[src/rtl/serial_adder_ctrl.sv]
// Bit-serial adder: one full-adder slice (two half adders + OR) reused LSB-first
// over WIDTH cycles, with start/busy/done handshake and held result registers.

module halfadder (
   input  logic x,
   input  logic y,
   output logic c,
   output logic s
);
   assign s = x ^ y;
   assign c = x & y;
endmodule

module serial_adder_ctrl #(
   parameter int WIDTH = 8,
   parameter int CNT_W = $clog2(WIDTH+1)
) (
   input  logic             clk,
   input  logic             rst,
   input  logic             start,
   input  logic [WIDTH-1:0] a,
   input  logic [WIDTH-1:0] b,
   output logic             busy,
   output logic             done,
   output logic [WIDTH-1:0] sum,
   output logic             cout
);

   typedef enum logic [1:0] {IDLE, RUN, DONE} state_t;

   state_t             state, state_nxt;
   logic [WIDTH-1:0]   sa, sb, acc;
   logic [CNT_W-1:0]   cnt;
   logic               carry;
   logic               c1, s1, c2, s;
   logic               load, last;

   halfadder ha1 (.x(sa[0]), .y(sb[0]), .c(c1), .s(s1));
   halfadder ha2 (.x(s1),    .y(carry), .c(c2), .s(s));

   assign last = (cnt == CNT_W'(WIDTH-1));

   always_ff @(posedge clk) begin
      if (rst) state <= IDLE;
      else     state <= state_nxt;
   end

   // DONE accepts a new start exactly like IDLE, giving back-to-back operation.
   always_comb begin
      state_nxt = state;
      busy      = 1'b0;
      done      = 1'b0;
      load      = 1'b0;
      case (state)
         IDLE: begin
            if (start) begin
               load      = 1'b1;
               state_nxt = RUN;
            end
         end
         RUN: begin
            busy = 1'b1;
            if (last) state_nxt = DONE;
         end
         DONE: begin
            done = 1'b1;
            if (start) begin
               load      = 1'b1;
               state_nxt = RUN;
            end else begin
               state_nxt = IDLE;
            end
         end
         default: state_nxt = IDLE;
      endcase
   end

   always_ff @(posedge clk) begin
      if (rst) begin
         sa    <= '0;
         sb    <= '0;
         acc   <= '0;
         cnt   <= '0;
         carry <= 1'b0;
         sum   <= '0;
         cout  <= 1'b0;
      end else if (load) begin
         sa    <= a;
         sb    <= b;
         carry <= 1'b0;
         cnt   <= '0;
      end else if (busy) begin
         carry <= c1 | c2;
         acc   <= {s, acc[WIDTH-1:1]};
         sa    <= sa >> 1;
         sb    <= sb >> 1;
         cnt   <= cnt + 1'b1;
         // Result registers only move on the completing edge.
         if (last) begin
            sum  <= {s, acc[WIDTH-1:1]};
            cout <= c1 | c2;
         end
      end
   end

endmodule

[config.mk]
export PLATFORM = sky130hd
export DESIGN_NAME = serial_adder_ctrl
export DESIGN_NICKNAME = d
export VERILOG_FILES = /design/src/rtl/serial_adder_ctrl.sv
export SDC_FILE = /design/constraint.sdc
export NUM_CORES = 1
export LEC_CHECK = 0
export ABC_AREA = 1
export CORE_UTILIZATION = 36
export CTS_BUF_LIST = sky130_fd_sc_hd__clkbuf_4 sky130_fd_sc_hd__clkbuf_8
export CTS_CLUSTER_DIAMETER = 50
export DETAILED_ROUTE_END_ITERATION = 16
export PLACE_DENSITY = 0.56
export SLEW_MARGIN = 20
export SYNTH_ARGS = -nofsm -noshare
export SYNTH_HDL_FRONTEND = slang
export SYNTH_SLANG_ARGS = --single-unit
[constraint.sdc]
create_clock -name clk -period 2.5 [get_ports clk]
set_input_delay 0.25 -clock clk [delete_from_list [all_inputs] [get_ports clk]]
set_output_delay 0.25 -clock clk [all_outputs]
set_load 0.01 [all_outputs]
==> flow_summary.ini <==
[global_route]
grt.overflow.total = 0
track_usage_pct = 16.45
grt_first_pass_wirelength_um = 6465
grt_max_degree = 26
via_count_of_the_first_global_routing_pass = 1465
grt_antenna_before_repair = 0

[critical_path]
cp_slowest_cell = sky130_fd_sc_hd__dfxtp_1
crit_type = flip-flop to primary output
critPathBufInv = 2
timing.critical_path.max_delay_family = buffers and inverters
crit_end_element = primary output
startpoint_type = flip-flop
crit_fanout = 9
crit_path_max_incr_delay_ps = 580
worst-endpoint-arrival_ps = 1590
worst-endpoint-required_ps = 2250
worstPathCellList = inv_4 > nor2_4 > clkdlybuf4s50_1

[sta]
timing.hold.ws_ps = 454.5
finalSetupViolations = 0
finalHoldViolCount = 0
rsz0062_at_grt = no
fin_crit_sh_pct = 73.61
timing_worst_slew_pin_value_ps = 409.9
period_minus_slack_ps = 1840
timing.setup.tns_ps = 0
slew_viol_final = 0
final.setup_skew_ps = 7.711
clock.fmax_mhz = 543.4
postLayoutSetupSlackWorst_ps = 659.7
max_slew_headroom_pct = 72.63

[cts]
cts-hold-fix-buffers = 0
total_number_of_clock_tree_sinks = 39
htreeDepth = 2
post_cts_repair_resize_count = 0
tritoncts = built
cts_inserted_buffers = 5
clock_insertion_delay_worst_skew_ps = 290
clock_path_buffers = 2
clk_root_buffer_cell = sky130_fd_sc_hd__clkbuf_8
post-cts-setup-buffer-count = 0
cts.clk_slew.worst_paths_ps = 80

[logic_synthesis]
syn-cell-area_um2 = 1720
synth.ff_latch_count = 39
postSynthNetCount = 261
synth_sequential_area_ratio_pct = 45.38
yosysWarnings = 0
synth.lib_cells_used.distinct = 19
syn_area_per_cell_um2 = 7.168
netlist_instances = 240

[power_and_ir_drop]
vdd.ir_drop.worst_uv = 319.0
power_density_nw_per_um2 = 610.9
leakagePower_nw = 0.9278

[route]
detail_route.iter0.violations = 69
detailedRoute.firstPassIterationCount = 14
drt_wl_total_um = 3545
viasPerCell = 4.670
route.detailed.drc = 0
route.vias.total = 1499
antenna_left = 0
wire_per_inst_um = 11.04

[placed_design]
hpwl_um = 2461
dp_slack_ps = 905.0
gp_routability_congestion = 0.8253
detailed_place.area_um2 = 2018
placed_cells = 314
port-buffer-count = 29

[final_layout]
fin_area_um2 = 2106
drive_above_1_share_pct = 6.691
final_net_count = 290
finish.cell_count_without_fillers = 321
fillers = 475
flow.area_growth_from_synthesis_pct = 22.40
antenna_cells = 0

[die]
placementRows = 24
die_h_um = 71.13
initial_core_util_pct = 38.45
core-area_um2 = 4474
count_of_pins_on_the_block_boundary = 30
dieWidth_um = 71.13
die-area_um2 = 5059

[outcome]
outcome = completed

[min_path]
hp-class = flip-flop to flip-flop

[flow_run]
drv_cap = 0
worst paths after layout:
check                             start                   to  slack, ps  cells after the start
setup reg to reg  state[0]$_SDFFE_PP0P_  sum[4]$_SDFFE_PP0P_        950                      5
setup / recovery  state[0]$_SDFFE_PP0P_                 busy        660                      3
hold reg to reg     acc[1]$_SDFFE_PP0P_  acc[1]$_SDFFE_PP0P_        450                      2
hold / removal      acc[1]$_SDFFE_PP0P_  acc[1]$_SDFFE_PP0P_        450                      2
per-stage QoR:
stage / utilization, % / power, mW
finish: 47.06 / 1.286
global route: 47.06 / 1.355
CTS: 47.06 / 1.298
global placement: 45.11 / 0.8698
detailed placement: 45.11 / 0.8709
floorplan: - / 0.8174
synthesized netlist by cell type:
master | instances | area [um^2]
sky130_fd_sc_hd__dfxtp_1 | 39 | 780.8
sky130_fd_sc_hd__nor2_4 | 2 | 22.52
sky130_fd_sc_hd__ha_1 | 1 | 12.51
sky130_fd_sc_hd__nand3_1 | 27 | 135.1
sky130_fd_sc_hd__fa_1 | 1 | 20.02
sky130_fd_sc_hd__nand2_1 | 47 | 176.4
sky130_fd_sc_hd__inv_1 | 28 | 105.1
sky130_fd_sc_hd__buf_6 | 4 | 45.04
sky130_fd_sc_hd__inv_4 | 1 | 6.260
sky130_fd_sc_hd__o21ai_0 | 21 | 105.1
sky130_fd_sc_hd__buf_2 | 4 | 20.02
sky130_fd_sc_hd__nand2_4 | 1 | 11.26
sky130_fd_sc_hd__nor3_1 | 1 | 5.000
sky130_fd_sc_hd__buf_4 | 3 | 22.52
sky130_fd_sc_hd__nor2_1 | 41 | 153.9
sky130_fd_sc_hd__nand2_2 | 1 | 6.260
sky130_fd_sc_hd__inv_2 | 2 | 7.510
sky130_fd_sc_hd__a21oi_1 | 15 | 75.07
sky130_fd_sc_hd__o211a_1 | 1 | 10.01
layout by cell type, fill, tap and decap left out:
cell type and count:
sky130_fd_sc_hd__a21oi_1 15, sky130_fd_sc_hd__fa_1 1, sky130_fd_sc_hd__nand2_2 1, sky130_fd_sc_hd__inv_2 2
sky130_fd_sc_hd__nand3_1 27, sky130_fd_sc_hd__nor3_1 1, sky130_fd_sc_hd__buf_4 4, sky130_fd_sc_hd__nand2_4 1
sky130_fd_sc_hd__clkdlybuf4s50_1 29, sky130_fd_sc_hd__clkinv_2 1, sky130_fd_sc_hd__nand2_1 47, sky130_fd_sc_hd__o21ai_0 21
sky130_fd_sc_hd__nor2_1 41, sky130_fd_sc_hd__ha_1 1, sky130_fd_sc_hd__clkbuf_8 6, sky130_fd_sc_hd__o211a_1 1
sky130_fd_sc_hd__dfxtp_1 39, sky130_fd_sc_hd__nor2_4 2, sky130_fd_sc_hd__inv_1 28, sky130_fd_sc_hd__inv_4 1
state kept, by name (all words and copies together), names as in the netlist:
register	count
acc	7
carry	1
cnt	4
cout	1
sa	8
sb	8
state	2
sum	8
logic make-up (layout without fill, tap and decap cells):
kind of cell	Yosys count	count (layout)	share of synthesized area (%)
adder cells (fa/ha/maj)	2	2	1.891
buffers and inverters	42	71	12.00
AND/OR/NAND/NOR	120	120	29.67
AO/OA/AOI/OAI	37	37	11.05
flip-flops	39	39	45.38
worst min-delay path, delay by kind of cell, from the launching register on:
family	cells	cell delay, ps
compound gates	1	50
flops	1	300
buf+inv	1	60
layout make-up:
| class | count | area, um^2 | area share, % |
|---|---|---|---|
| Clock inverter | 1 | 5.005 | 0.2377 |
| Timing Repair Buffer | 33 | 320.3 | 15.21 |
| Clock buffer | 6 | 82.58 | 3.922 |
| Multi-Input combinational cell | 159 | 733.2 | 34.82 |
| Tap cell | 52 | 65.06 | 3.090 |
| Inverter | 31 | 118.9 | 5.645 |
| Sequential cell | 39 | 780.7 | 37.08 |
metal layers:
metal  global-route usage (%)  share of wire, %  vias up
li1                         -                 -      804
met1                    20.32                51      662
met2                    26.71                43       29
met3                    5.556               4.3        4
met4                    6.000               1.2        0
met5                        0                 0        -
power breakdown:
group | switching, mW | total [mW] | internal, mW
clock | 0.214 | 0.431 | 0.216
sequential | 0.0236 | 0.682 | 0.658
combinational | 0.0986 | 0.174 | 0.0757
No activity file was read; power rests on OpenSTA's default activity.
